<file path="src/rtl/lfsr_noise_bank.sv">
`default_nettype none
// +-----------------------------------------------------------------------------+
// | lfsr_noise_bank                                                             |
// | Rate-divided Fibonacci LFSR feeding an N-deep delay line of signed channels.|
// | Optional macro LFSR_SMOOTH_EN adds a one-pole smoother per channel.         |
// | Rev 1.0 - initial release                                                   |
// +-----------------------------------------------------------------------------+
module lfsr_noise_bank #(
   parameter int                LFSR_W       = 24,
   parameter logic [LFSR_W-1:0] TAPS         = 24'hE10000,
   parameter logic [LFSR_W-1:0] SEED_DEFAULT = 24'h0000AF,
   parameter int                N_CH         = 8,
   parameter int                OUT_W        = 16,
   parameter int                RATE_W       = 16,
   parameter int                SMOOTH_SH    = 2
) (
   input  logic                   clk,
   input  logic                   reset,
   input  logic [RATE_W-1:0]      rate,
   input  logic                   seed_load,
   input  logic [LFSR_W-1:0]      seed,
   output logic                   step,
   output logic [N_CH*OUT_W-1:0]  out
);

   if (LFSR_W < 8 || LFSR_W > 32 || OUT_W > LFSR_W || N_CH < 1 || N_CH > 16 ||
       SMOOTH_SH < 1 || SMOOTH_SH > 8) begin : g_param_err
      $error("lfsr_noise_bank: parameter out of range");
   end

   logic [LFSR_W-1:0] state;
   logic [RATE_W-1:0] cnt;
   logic [OUT_W-1:0]  dly [N_CH];
   logic              lockup;
   logic              advance;
   logic              fb;

   assign lockup  = (state == '0);
   assign fb      = ^(state & TAPS);
   // Lockup recovery and seed loads both pre-empt a due advance.
   assign advance = !lockup && !seed_load && (cnt >= rate);

   always_ff @(posedge clk or negedge reset) begin
      if (!reset) begin
         state <= SEED_DEFAULT;
         cnt   <= '0;
         step  <= 1'b0;
      end else begin
         step <= advance;
         if (lockup) begin
            state <= ~SEED_DEFAULT;
            cnt   <= '0;
         end else if (seed_load) begin
            state <= seed;
            cnt   <= '0;
         end else if (advance) begin
            state <= {state[LFSR_W-2:0], fb};
            cnt   <= '0;
         end else begin
            cnt   <= cnt + 1'b1;
         end
      end
   end

   // Only the top OUT_W bits of each delayed state are ever observed.
   always_ff @(posedge clk or negedge reset) begin
      if (!reset) begin
         for (int k = 0; k < N_CH; k++) dly[k] <= '0;
      end else if (advance) begin
         for (int k = N_CH-1; k > 0; k--) dly[k] <= dly[k-1];
         dly[0] <= state[LFSR_W-1 -: OUT_W];
      end
   end

`ifdef LFSR_SMOOTH_EN
   localparam int ACC_W = OUT_W + SMOOTH_SH;

   for (genvar k = 0; k < N_CH; k++) begin : g_smooth
      logic signed [ACC_W-1:0] acc;
      logic signed [ACC_W-1:0] x_sh;
      logic signed [ACC_W:0]   diff;
      logic signed [ACC_W:0]   delta;

      assign x_sh  = $signed({dly[k], {SMOOTH_SH{1'b0}}});
      assign diff  = $signed({x_sh[ACC_W-1], x_sh}) - $signed({acc[ACC_W-1], acc});
      assign delta = diff >>> SMOOTH_SH;

      always_ff @(posedge clk or negedge reset) begin
         if (!reset) begin
            acc <= '0;
         end else if (step && !seed_load) begin
            acc <= acc + delta[ACC_W-1:0];
         end
      end

      assign out[k*OUT_W +: OUT_W] = acc[ACC_W-1 -: OUT_W];
   end
`else
   for (genvar k = 0; k < N_CH; k++) begin : g_raw
      assign out[k*OUT_W +: OUT_W] = dly[k];
   end
`endif

endmodule
`default_nettype wire

</file>
<file path="config.mk">
export PLATFORM = sky130hd
export DESIGN_NAME = lfsr_noise_bank
export DESIGN_NICKNAME = d
export VERILOG_FILES = /design/src/rtl/lfsr_noise_bank.sv
export SDC_FILE = /design/constraint.sdc
export NUM_CORES = 1
export LEC_CHECK = 0
export ABC_AREA = 1
export CAP_MARGIN = 20
export CORE_ASPECT_RATIO = 0.5
export CORE_MARGIN = 2
export CORE_UTILIZATION = 46
export DETAILED_ROUTE_END_ITERATION = 12
export GPL_TIMING_DRIVEN = 0
export PLACE_DENSITY = 0.77
export SKIP_LAST_GASP = 1
export SYNTH_ARGS = -nofsm -noshare
export SYNTH_HDL_FRONTEND = slang
export SYNTH_SLANG_ARGS = --single-unit
</file>
<file path="constraint.sdc">
create_clock -name clk -period 1.7 [get_ports clk]
set_clock_uncertainty 0.05 [all_clocks]
set_input_delay 0.51 -clock clk [delete_from_list [all_inputs] [get_ports clk]]
set_output_delay 0.51 -clock clk [all_outputs]
set_load 0.01 [all_outputs]
</file>
-- Word level (Yosys, flattened, before mapping)
Index checks and enable logic that the tools add are counted.
- mux-type cells: 6
- add/sub/neg operators: 1
- order comparisons: 1
- reduce and logical (&&, ||, !) cells: 7
- operators by type and width (kind ; count):
    2-to-1 mux 24 bit ; 3
    2-to-1 mux 16 bit ; 3
    zero test 24 bit ; 1
    parity 24 bit ; 1
    adder 16 x 1 -> 16 bit (second input constant) ; 1
    >= comparator 16 bit ; 1
    nonzero test 3 bit ; 1
    logical AND 1 bit ; 2
    zero test 1 bit ; 2
- word-level logic and storage cells: 26
- flip-flop bits (word level): 169
- input bits: 43
- output and inout port bits: 129

-- Depth between registers and ports, before layout
Gate-level depths: netlist of run 1.
- depth after elaboration: 7
- gate-level depth with buffers: 16
- gate-level depth less buffers: 14

-- Worst setup path after synthesis of run 1
Ideal clock, no wire load.
- kind: input to register
- start point: in rate[15]
- end point: reg dly, in the netlist out[2]
- arrival time: 1836 ps
- library setup time: 117 ps
- path buffers: 2
- setup slack: -303 ps
- required time: 1533 ps
- stages on the path: 10
- path through: inv_1 > ha_1 > a21oi_1 > o21ai_0 > a21oi_4 > nand2_1 > buf_2 > buf_4 > nand3_1 > nand2_1
- cells in the longest elaborated chain, start to end: 2
- RTL lines (what ; line ; source):
    start: declaration ; 19 ; input logic [RATE_W-1:0] rate,
    >= comparator 16 bit ; 41 ; assign advance = !lockup && !seed_load && (cnt >= rate);
    logical AND 1 bit ; 41 ;
    end: declaration ; 33 ; logic [OUT_W-1:0] dly [N_CH];
No other way between the ends.
A chain may end at the register's enable or synchronous reset.

-- Final worst setup path of run 1
- start point: reg cnt[7]
- end point: reg dly, in the netlist out[102]
- cells in the longest elaborated chain, start to end: 2
- RTL lines (what ; line ; source):
    start: declaration ; 32 ; logic [RATE_W-1:0] cnt;
    start signal: assignment ; 60 ; cnt <= cnt + 1'b1;
    >= comparator 16 bit ; 41 ;
    logical AND 1 bit ; 41 ;
No other way between the ends.

==> results of run 1 <==
-- per-layer routing --
metal  part of all wire [%]  track usage [%]
met1                     40            33.90
met2                     50            46.98
met3                    6.3            4.995
met4                    3.2            7.808
met5                      0                0
-- layout by cell type (no fill, tap or decap), types with 7 or more instances in the layout --
cell / synthesis / final
buf_8: 0 / 13
nand4_1: 28 / 28
buf_16: 0 / 7
dfrtp_1: 163 / 151
nand3_1: 152 / 139
nand2_4: 0 / 35
inv_2: 1 / 9
buf_4: 17 / 124
dfrtp_2: 0 / 12
nand2_1: 396 / 276
clkdlybuf4s50_1: 0 / 24
ha_4: 0 / 12
inv_1: 41 / 28
nand3_2: 1 / 11
clkbuf_16: 0 / 26
nor2_1: 44 / 41
dlygate4sd2_1: 0 / 99
xor2_1: 10 / 10
clkdlybuf4s15_1: 0 / 44
buf_2: 24 / 11
nand2_2: 2 / 85
buf_6: 0 / 14
-- timing repair --
item,4_1_cts,5_1_grt
endpoints found under the hold margin,37,0
gates resized for setup,252,185
hold buffers,1,0
setup buffers,58,63
endpoints found under the setup margin,298,241
gates cloned,8,9
pin swaps,17,25
-- Yosys cell counts --
cell type	count	area, µm²
a21oi_1	6	30.03
a21oi_4	1	16.27
buf_1	8	30.03
buf_2	24	120.1
buf_4	17	127.6
clkbuf_1	10	37.54
dfrtp_1	163	4079
dfstp_2	6	157.7
ha_1	18	225.2
inv_1	41	153.9
inv_2	1	3.750
nand2_1	396	1486
nand2_2	2	12.51
nand3_1	152	760.7
nand3_2	1	10.01
nand4_1	28	175.2
nor2_1	44	165.2
nor3_1	2	10.01
o211ai_1	2	15.01
o21a_1	1	7.510
o21ai_0	3	15.01
o21ai_1	1	5.000
o21bai_1	1	7.510
xnor2_1	3	26.28
xor2_1	10	87.58
-- area by class of cell --
| class | count | area [µm²] |
|---|---|---|
| Sequential cell | 169 | 4252 |
| Multi-Input combinational cell | 671 | 3850 |
| Fill cell | 1078 | 3761 |
| Timing Repair Buffer | 309 | 2965 |
| Buffer | 59 | 549.3 |
| Clock buffer | 17 | 425.4 |
| Tap cell | 227 | 284.0 |
| Inverter | 42 | 182.7 |
| Clock inverter | 14 | 163.9 |
-- worst min-delay path, cell delays in order, from the launching register on --
cell	delay [ps]
dfrtp_1	350
nand2_1	50
nand2_1	40
-- stage by stage --
| step | std cells | util, % | power, W |
|---|---|---|---|
| after detailed placement | 1339 | 61.28 | 0.004878 |
| final | 1508 | 77.11 | 0.008792 |
| after CTS | 1437 | 69.89 | 0.008744 |
| after floorplan | 941 | - | 0.004584 |
| after global routing | 1508 | 77.11 | 0.009050 |
| after global placement | 1338 | 61.09 | 0.004850 |
-- power groups by stage --
stage               clock [W]  combinational, W  sequential (W)
floorplan                   0          0.000339         0.00425
global placement            0          0.000579         0.00427
detailed placement          0          0.000609         0.00427
CTS                   0.00392          0.000636         0.00419
global route          0.00411          0.000742         0.00420
finish                0.00394          0.000655         0.00420
-- state kept, by name, indices dropped and copies added (netlist names) --
| name | cells |
|---|---|
| step | 1 |
| cnt | 16 |
| out | 128 |
| state | 24 |
-- worst min-delay path by stage --
stage,to,cells past startpoint,from
5_1_grt,out[120]$_DFFE_PN0P_,2,out[120]$_DFFE_PN0P_
6_report,out[123]$_DFFE_PN0P_,2,out[123]$_DFFE_PN0P_
3_3_place_gp,out[117]$_DFFE_PN0P_,2,out[117]$_DFFE_PN0P_
4_1_cts,out[123]$_DFFE_PN0P_,2,out[123]$_DFFE_PN0P_
2_1_floorplan,cnt[0]$_DFF_PN0_,0,reset
3_5_place_dp,cnt[10]$_DFF_PN0_,1,reset
-- logic make-up after synthesis --
logic type | count (synthesis)
and+or+nand+nor | 625
DFF | 169
buffers and inverters | 101
adders and majority gates | 18
AOI/OAI and AO/OA | 15
xor gates and xnor gates | 13
==> impl_metrics.env, run 1 <==
export IMPL_drv_cap=0
export IMPL_relSlewSlack_pct=58.52
export IMPL_worstPathRequired_ps=1960
export IMPL_ff2ff_setup_slack_ps=-360
export IMPL_grt_max_degree=127
export IMPL_p_int_w=0.006575
export IMPL_cp_arrival_ps=2320
export IMPL_slew_viol_final=0
export IMPL_startpoint="cnt[7]$_DFF_PN0_"
export IMPL_slowest_delay_ps=460
export IMPL_place_ws_ps=-1112
export IMPL_finalHoldViolations=0
export IMPL_synthSimpleGateAreaFrac_pct=33.74
export IMPL_violations="negative setup slack"
export IMPL_htree_num_levels=4
export IMPL_ys_seq_area_share_pct=54.56
export IMPL_grt_pass1_vias=7311
export IMPL_crit_path_end_kind="register"
export IMPL_tightest_slew_ps=622.1
export IMPL_period_share_pct=121.2
export IMPL_netlist_instances=941
export IMPL_grt_pass1_wl_um=37220
export IMPL_dp_hpwl_um=15360
export IMPL_r2r_start="cnt[7]$_DFF_PN0_"
export IMPL_wl_um=26940
export IMPL_switching_share_pct=25.21
export IMPL_avgSynthCellArea_um2=8.252
export IMPL_clock_fmax_mhz=485.5
export IMPL_path_max_fanout=7
export IMPL_cts_buffers=17
export IMPL_rsz0062_at_grt="yes"
export IMPL_fp_dieW_um=187.7
export IMPL_core_mm2=0.01643
export IMPL_diodes=0
export IMPL_r2r_cells=11
export IMPL_syn_num_nets=1002
export IMPL_drive_gt1_share_pct=32.08
export IMPL_vias_per_cell=5.397
export IMPL_grt_remaining_overflow=0
export IMPL_drc=0
export IMPL_dieHeight_um=95.87
export IMPL_path_buf_inv=3
export IMPL_synth_top_family_by_area="simple AND/OR/NAND/NOR gates"
export IMPL_critPathKind="register to register"
export IMPL_reg2reg_to="out[102]$_DFFE_PN0P_"
export IMPL_whs_ps=422.7
export IMPL_drt_initial_drc_count=555
export IMPL_fp_row_count=33
export IMPL_power_frac_clock_pct=44.8
export IMPL_clk_pin_slew_ps=70
export IMPL_crit_family="flip-flops"
export IMPL_fin_nets=1330
export IMPL_start_util_pct=47.25
export IMPL_synth_area_mm2=0.007765
export IMPL_seq_power_share_pct=47.7
export IMPL_p_leak_nw=6.953
export IMPL_clkSinkCount=169
export IMPL_place_area_mm2=0.01007
export IMPL_start_kind="register"
export IMPL_final_area_mm2=0.01267
export IMPL_synth_fa_ha_area_share_pct=2.900
export IMPL_synth_cell_types=25
export IMPL_p_sw_w=0.002216
export IMPL_critPathCapture="out[102]$_DFFE_PN0P_"
export IMPL_antenna_found_initial=0
export IMPL_wl_per_cell_um=17.86
export IMPL_hp_class="register to register"
export IMPL_grtUsageTotal_pct=26.53
export IMPL_drt_first_pass_iters=6
export IMPL_ioPinCount=172
export IMPL_synth_xor_area_share_pct=1.466
export IMPL_synth_compound_area_share_pct=1.241
export IMPL_clk_latency_ps=420
export IMPL_cts_root_buffer="clkbuf_16"
export IMPL_port_buffers=170
export IMPL_ir_drop_v=0.0007541
export IMPL_cts_buffer_depth=2
export IMPL_powerDensity_mw_per_mm2=693.8
export IMPL_p_comb_share_pct=7.4
export IMPL_path_cells="ha_4 > a21oi_1 > o21a_1 > nand2_2 > nand2_4 > nand2_8 > buf_12 > buf_16 > clkbuf_16 > nand3_2 > nand2_1"
export IMPL_setup_viol=179
export IMPL_gp_congestion=0.8493
export IMPL_cts_tree="built"
export IMPL_syn_to_final_growth_pct=63.20
export IMPL_cpMaxStageDelayCell="dfrtp_2"
export IMPL_final_setup_worst_slack_ps=-359.8
export IMPL_ys_warn_count=0
export IMPL_vias=8139
export IMPL_ant_nets=0
export IMPL_dieArea_mm2=0.01800
export IMPL_finalSetupTns_ps=-46290
export IMPL_worst_path_stages=11
export IMPL_status="finished, violations left"
export IMPL_yosys_mux_area_fraction_pct=0
export IMPL_min_period_ps=2060
export IMPL_ys_seq_elements=169
Note: power is estimated with default switching activity, not from simulation.
==> run 2, diff against run 1 <==
CTS_CLUSTER_DIAMETER = 120   (was default)
==> results of run 2 <==
Same layout as run 1: the final DEF is identical, and so are final timing and power.
==> run 3, diff against run 2 <==
SLEW_MARGIN = 10   (was default)
==> run 3 against run 2 <==
  * The run still ends with negative setup slack left
  * Sequential share of layout area is 1.5 points higher
  * Critical path depth is 1 higher
  * Largest power group unchanged
  * Via count is 6.3% lower
  * Clock power is 4% higher
  * Non-clock buffer count is 84 lower
==> impl_metrics.env, run 3 (synthesized netlist as in run 1, its figures left out) <==
export IMPL_path_cells="clkdlybuf4s50_1 > inv_2 > ha_4 > nand2_4 > nor3_4 > nand2_4 > nand2_8 > nand2_8 > buf_12 > clkbuf_16 > nand2_2 > nand2_1"
export IMPL_place_area_mm2=0.01007
export IMPL_powerDensity_mw_per_mm2=736.5
export IMPL_largest_reg_flops=128
export IMPL_reg2reg_to="out[107]$_DFFE_PN0P_"
export IMPL_fp_row_count=33
export IMPL_r2r_start="cnt[11]$_DFF_PN0_"
export IMPL_start_util_pct=47.25
export IMPL_grt_pass1_wl_um=34660
export IMPL_violations="negative setup slack"
export IMPL_drt_initial_drc_count=466
export IMPL_cts_buffer_depth=2
export IMPL_dp_cells=1339
export IMPL_r2r_cells=10
export IMPL_clock_fmax_mhz=481.2
export IMPL_wl_um=25000
export IMPL_grt_pass1_vias=6884
export IMPL_grt_remaining_overflow=0
export IMPL_drv_cap=0
export IMPL_finalHoldViolations=0
export IMPL_clkSinkCount=169
export IMPL_start_kind="input port"
export IMPL_vias_per_cell=5.355
export IMPL_p_leak_nw=8.371
export IMPL_drive_gt1_share_pct=23.89
export IMPL_layout_cells_most_common_list="308 x nand2_1, 150 x nand3_1, 148 x dfrtp_1"
export IMPL_grtUsageTotal_pct=24.39
export IMPL_final_cells=1424
export IMPL_drt_first_pass_iters=5
export IMPL_hp_class="input port to async pin"
export IMPL_cts_root_buffer="clkbuf_16"
export IMPL_cpMaxStageDelayCell="clkdlybuf4s50_1"
export IMPL_slew_viol_final=0
export IMPL_ir_drop_v=0.0007147
export IMPL_relSlewSlack_pct=51.19
export IMPL_cp_arrival_ps=2340
export IMPL_diodes=0
export IMPL_vias=7626
export IMPL_htree_num_levels=4
export IMPL_grt_max_degree=96
export IMPL_ant_nets=0
export IMPL_tightest_slew_ps=732.2
export IMPL_ioPinCount=172
export IMPL_path_max_fanout=6
export IMPL_worstPathRequired_ps=1960
export IMPL_critPathKind="input port to register"
export IMPL_clk_latency_ps=420
export IMPL_port_buffers=170
export IMPL_holdBufCountCts=0
export IMPL_fp_dieW_um=187.7
export IMPL_startpoint="rate[12]"
export IMPL_gp_congestion=0.8493
export IMPL_core_mm2=0.01643
export IMPL_rsz0062_at_grt="yes"
export IMPL_dieArea_mm2=0.01800
export IMPL_syn_to_final_growth_pct=56.22
export IMPL_setup_viol=170
export IMPL_dp_hpwl_um=15500
export IMPL_slowest_delay_ps=480
export IMPL_final_setup_worst_slack_ps=-378.2
export IMPL_dieHeight_um=95.87
export IMPL_cts_buffers=17
export IMPL_antenna_found_initial=0
export IMPL_drc=0
export IMPL_wl_per_cell_um=17.56
export IMPL_whs_ps=37.04
export IMPL_clk_pin_slew_ps=70
export IMPL_fin_nets=1246
export IMPL_final_area_mm2=0.01213
export IMPL_period_share_pct=122.2
export IMPL_cts_tree="built"
export IMPL_status="finished, violations left"
export IMPL_final_common_cell="nand2_1"
export IMPL_min_period_ps=2078
export IMPL_ff2ff_setup_slack_ps=-340
export IMPL_crit_path_end_kind="register"
==> run 3: cell types whose count changed in the layout (fill, tap and decap cells not counted), moves of 9 or more <==
cell / before / now
buf_4: 124 / 53
clkdlybuf4s15_1: 44 / 0
dlygate4sd2_1: 99 / 9
dlymetal6s2s_1: 1 / 132
nand2_1: 276 / 308
nand2_2: 85 / 64
nand2_4: 35 / 24
nand3_1: 139 / 150
nand3_2: 11 / 2
==> run 3: worst max-delay path by stage <==
| stage | endpoint |
|---|---|
| finish | out[107]$_DFFE_PN0P_ |
| global route | out[67]$_DFFE_PN0P_ |
| CTS | out[38]$_DFFE_PN0P_ |
| detailed placement | out[109]$_DFFE_PN0P_ |
| global placement | out[50]$_DFFE_PN0P_ |
| floorplan | out[100]$_DFFE_PN0P_ |
==> run 3: stage by stage <==
step	worst slack, ps	TNS [ps]	total power (W)	utilization (%)
2_1_floorplan	-222.2	-27230	0.004584	-
3_3_place_gp	-6614	-1275590	0.004850	61.09
3_5_place_dp	-1108	-171650	0.004881	61.28
4_1_cts	-347.3	-81620	0.008876	66.65
5_1_grt	-430.9	-64250	0.009211	73.82
6_report	-378.2	-52640	0.008934	73.82
==> run 3: what timing repair did <==
item                       CTS  global route
buffers inserted             9            37
gates cloned                 2             6
pin swaps                   13             9
setup endpoints to repair  298           298
gates resized for setup     48           273
==> run 3: routing by layer <==
metal  vias up  wire (µm)  GRT usage (%)
met5         -          0              0
met4         0        653          7.546
met3        58       1480          4.192
met2       331      12580          42.75
met1      3724      10280          31.62
li1       3513          -              -
==> run 3: power by group <==
group	internal, W	switching, W	total, W	leakage [nW]
Clock	0.00235	0.00174	0.00409	0.291
Combinational	0.000261	0.000375	0.000636	5.79
Sequential	0.00411	0.0000931	0.00420	2.29
==> run 3: worst max-delay path, delay by kind of cell <==
kind / cells / cell delay, ps
buffers and inverters: 4 / 850
and+or+nand+nor: 7 / 710
adders and majority gates: 1 / 260
==> run 3: layout make-up <==
cell class	count	area, µm²
Inverter	42	182.7
Clock buffer	17	425.4
Tap cell	227	284.0
Buffer	59	524.3
Timing Repair Buffer	225	2611
Clock inverter	14	187.7
Sequential cell	169	4255
Fill cell	1155	4303
Multi-Input combinational cell	671	3660
==> patch 1: new RTL, flow settings as in run 1 <==
Change the parameter `N_CH` from 8 to 16.
--- a/src/rtl/lfsr_noise_bank.sv
+++ b/src/rtl/lfsr_noise_bank.sv
@@ -9,7 +9,7 @@
    parameter int                LFSR_W       = 24,
    parameter logic [LFSR_W-1:0] TAPS         = 24'hE10000,
    parameter logic [LFSR_W-1:0] SEED_DEFAULT = 24'h0000AF,
-   parameter int                N_CH         = 8,
+   parameter int                N_CH         = 16,
    parameter int                OUT_W        = 16,
    parameter int                RATE_W       = 16,
    parameter int                SMOOTH_SH    = 2
Ports: changed (resized out); port bits go from 172 to 300. No check against the original RTL was run, so the function may have changed too.
==> patch 1 against run 1 <==
- the flow still finishes with violations (negative setup slack)
- via count is 44% higher
- count of clock-buffer cells in the layout is 19 higher
- sequential power is 72% higher
- maximum frequency is 0.80% lower
- total power is 64% higher
- setup slack worse by 0.017 ns
- first-iteration DRC count is 35% higher
- final area is 45% higher
- synthesized area is 66% higher
- register-to-register slack better by 0.06 ns
- routed wire length is 46% higher
- sequential cell count is 128 higher
- critical endpoint is now out[11]
- largest cell class unchanged
==> patch 1: results (changes against run 1) <==
status finished, violations left; failing checks negative setup slack; first-pass GRT wire length 60.80 mm (+63%); metal3 WL 1.924 mm (+14%); placed cell area 0.01674 mm^2 (+66%); met2 Resource Use GR 45.14% (-1.8 points); complex-gate fraction of the synthesized area 0.7472% (-0.49 points); CP max stage delay 0.58 ns (+0.12 ns); DRT Pass-1 Iters 7 (+1); vias in the first global route 11050 (+51%); Commonest cells post-synth nand2_1, dfrtp_1, nand3_1; CTS HTree Levels 1 (-3); met2 wire len 19.29 mm (+43%); met1 GRT Util 34.36% (+0.45 points); DP Worst Slack -1.229 ns (-0.1173 ns); XOR/XNOR Fraction of Synth Area 0.8831% (-0.58 points); crit path DAT 1.52 ns (-0.80 ns); sequential share of the synthesized area 57.70% (+3.1 points); CP max FO 3 (-4); HPWL Detailed 27.54 mm (+79%); # Post-CTS Setup Buffers 37 (-36%); setup violators final 554 (+210%); VDD IR max 666.3 uV (-12%); total CTS buffers 27 (+10); grt met3 use 3.869% (-1.1 points); clock buffer depth 3 (+1); share of cells above drive strength 1 15.40% (-17 points); largest cells by area after synthesis dfrtp_1, nand2_1, nand3_1; post-DR wirelength/cell 17.34 um (-3.0%); Slew @ Worst Pin 0.7164 ns (+0.09430 ns); max reg flops 256 (+100%); Pleak 10.36 nW (+49%); final worst slack -0.3763 ns (-0.01657 ns); critical path's top delay family buffers and inverters; post_cts resized 244 (-3.2%); Post-Synth Adder-Cell Area 1.747% (-1.2 points); post-route setup TNS -133.99 ns (-87.70 ns); Syn Nets 1557 (+55%); CP max-delay cell clkdlybuf4s50_1; largest net degree at the start of global routing 105 (-17%)
==> patch 1: cell count changes after synthesis, moves of 14 or more <==
cell and delta:
buf_2 +32, buf_4 -14, buf_6 +23, dfrtp_1 +128, nand2_1 +255, nand3_1 +128
==> patch 1: logic make-up (layout without fill, tap and decap cells) <==
family,Yosys count,in the layout
simple gates,1009,1009
flops,297,297
buf+inv,144,537
fa+ha+maj,18,18
compound gates,15,15
xor+xnor,13,13
==> patch 1: worst min-delay path: stages, from the launching register on <==
cell,delay (ns)
dfrtp_1,0.35
nand2_1,0.05
nand2_1,0.05
==> patch 1: path summary, 6_finish.rpt <==
| check | startpoint | end | slack (ns) | cells after the start |
|---|---|---|---|---|
| worst min-delay path | out[245] | out[245] | 0.43 | 2 |
| worst max register to register | cnt[5] | out[199] | -0.30 | 11 |
| min in group asynchronous | reset | cnt[14] | 0.55 | 2 |
| worst min register to register | out[245] | out[245] | 0.43 | 2 |
| max in group asynchronous | reset | out[116] | 0.03 | 3 |
| worst max-delay path | out[11] | out[11] | -0.38 | 1 |
==> patch 1: where the power goes <==
group | switching, mW | internal, mW | leakage, nW
sequential | 0.0869 | 7.16 | 4.09
clock | 2.74 | 3.60 | 0.444
combinational | 0.488 | 0.319 | 5.82
==> patch 1: through the flow <==
stage,hold slack [ns],power (mW),instances
final,0.4278,14.38,2271
after floorplan,0.1644,7.777,1496
after global routing,0.4484,14.91,2271
after global placement,0.4050,8.141,2176
after detailed placement,0.4123,8.161,2178
after CTS,0.4283,14.46,2266
==> patch 1: layout make-up <==
cell class / count / area, um^2
clock buffer: 36 / 759.5
timing repair buffer: 347 / 3342
tap: 382 / 478.0
multi-input combinational: 1055 / 5096
buffer: 101 / 968.4
sequential: 297 / 7446
clock inverter: 11 / 143.9
fill: 2264 / 9240
inverter: 42 / 180.2
==> patch 2: new RTL, settings of run 1 <==
Made on the original files. Remove the register `step`: a continuous assignment takes its place, so the output `step` follows one clock earlier.
--- a/src/rtl/lfsr_noise_bank.sv
+++ b/src/rtl/lfsr_noise_bank.sv
@@ -44,9 +44,7 @@
       if (!reset) begin
          state <= SEED_DEFAULT;
          cnt   <= '0;
-         step  <= 1'b0;
       end else begin
-         step <= advance;
          if (lockup) begin
             state <= ~SEED_DEFAULT;
             cnt   <= '0;
@@ -61,6 +59,8 @@
          end
       end
    end
+
+   assign step = advance;
 
    // Only the top OUT_W bits of each delayed state are ever observed.
    always_ff @(posedge clk or negedge reset) begin
Function: changed (Yosys sat finds a counterexample within 4 cycles, from zero or initial values and one cycle with reset low).
==> patch 2 against run 1 <==
- the flow still finishes with violations (negative setup slack)
- routed wire length is 15% lower
- setup slack worse by 0.65 ns
- sequential cell count down 1
- final area down 8.8%
- synthesized area fell by 0.32%
- total power increased by 1.0%
- clock power up 4%
- combinational power shrank 5.0%
- largest power group unchanged
==> patch 2: results (changes against run 1) <==
VDD IR max 941.1 uV (+25%); setup violators final 297 (+66%); final wirelength 22.99 mm (-15%); drt via density 5.210 (-3.5%); placed insts 1338 (-0.075%); failing checks negative setup slack; clock-pin slew on the worst setup and hold paths 0.07 ns (about the same); share of cells above drive strength 1 16.75% (-15 points); vias in the first global route 7274 (-0.51%); critical path's top delay family simple AND/OR/NAND/NOR gates; nets 1231 (-7.4%); final worst slack -1.006 ns (-0.6459 ns); status finished, violations left; crit path DAT 2.15 ns (-0.17 ns); sequential share of the synthesized area 54.41% (-0.15 points); Finished Layout Cells 1409 (-6.6%); Pleak 5.864 nW (-16%); CP max-delay cell dfrtp_1; post-route setup TNS -97.29 ns (-51.00 ns); CP max FO 3 (-4); Commonest cells post-synth nand2_1, dfrtp_1, nand3_1; fillers 1208 (+12%); 1st-iter DRT viols 575 (+3.6%); RD Place Congestion 0.8458 (-0.41%); HPWL Detailed 15.11 mm (-1.6%); Rel. slew slack 62.32% (+3.8 points); DRT Pass-1 Iters 5 (-1); first-pass GRT wire length 37.27 mm (+0.15%); CP max stage delay 0.42 ns (-0.04 ns); Syn Nets 1001 (-0.10%); post-synthesis cell count 940 (-0.11%); largest cells by area after synthesis dfrtp_1, nand2_1, nand3_1; total track usage 26.38% (-0.15 points); largest net degree at the start of global routing 112 (-12%)
[patch 2: cell types whose count changed after synthesis, sizes merged]
cell / before / now
dfrtp: 163 / 162
[patch 2: worst register-to-register path, cell delays in order (launching register included)]
cell       delay [ns]
dfrtp_1          0.42
ha_4             0.29
nand4_1          0.17
nor3_4           0.25
nand2_4          0.09
nand2_4          0.09
buf_4            0.18
buf_12           0.13
buf_16           0.12
bufbuf_16        0.25
nand3_1          0.08
nand2_1          0.09
[patch 2: area by class of cell]
cell class / count / area, um^2 / share of cell area [%]
inverters: 42 / 175.2 / 1.516
plain buffers: 59 / 505.5 / 4.376
clock buffers: 17 / 425.4 / 3.683
flip-flops and latches: 168 / 4219 / 36.53
multi-input cells: 671 / 3416 / 29.57
clock inverters: 14 / 187.7 / 1.625
well taps: 227 / 284.0 / 2.459
repair buffers: 211 / 2338 / 20.24
[patch 2: per-stage QoR]
step,cell area [um^2],worst slack (ns),power (mW)
2_1_floorplan,7916,-0.5121,4.555
5_1_grt,11550,-1.066,9.194
6_report,11550,-1.006,8.884
4_1_cts,11470,-0.9677,8.864
3_5_place_dp,9935,-1.861,4.844
3_3_place_gp,9902,-6.570,4.818
[patch 2: repair_timing]
item | CTS | global route
pin swaps | 42 | 12
buffers inserted | 22 | 4
gates resized for setup | 124 | 16
endpoints found under the setup margin | 297 | 395
cloned | 15 | 1
hold endpoints to repair | 51 | 0
hold buffers | 1 | 0
[patch 2: kinds of logic (layout without fill, tap and decap cells)]
kind of cell	after synthesis	after routing	synth area share (%)
AOI/OAI and AO/OA	15	15	1.245
xor gates and xnor gates	13	13	1.471
adders and majority gates	18	18	2.910
buffers and inverters	101	343	6.111
DFF	168	168	54.41
and+or+nand+nor	625	625	33.85
[patch 2: power by group]
group / switching [mW] / total (mW) / internal (mW)
registers: 0.0870 / 4.17 / 4.09
clock network: 1.73 / 4.09 / 2.35
logic: 0.369 / 0.622 / 0.253
total: 2.19 / 8.88 / 6.69
[patch 2: per-layer routing]
layer  vias up  share of wire [%]  track usage (%)
li1       3491                  -                -
met1      3500                 42            33.25
met2       308                 50            47.30
met3        42                6.4            4.666
met4         0                2.0            8.465
met5         -                  0                0
[patch 2: worst paths after layout]
kind	start	end	slack, ns	cells after the start
worst max-delay path	cnt[9]	step	-1.01	10
worst min-delay path	out[112]	out[112]	0.42	2
worst max register to register	cnt[9]	out[67]	-0.57	11
worst min register to register	out[112]	out[112]	0.42	2
max in group asynchronous	reset	out[16]	0.12	3
min in group asynchronous	reset	cnt[10]	0.59	2
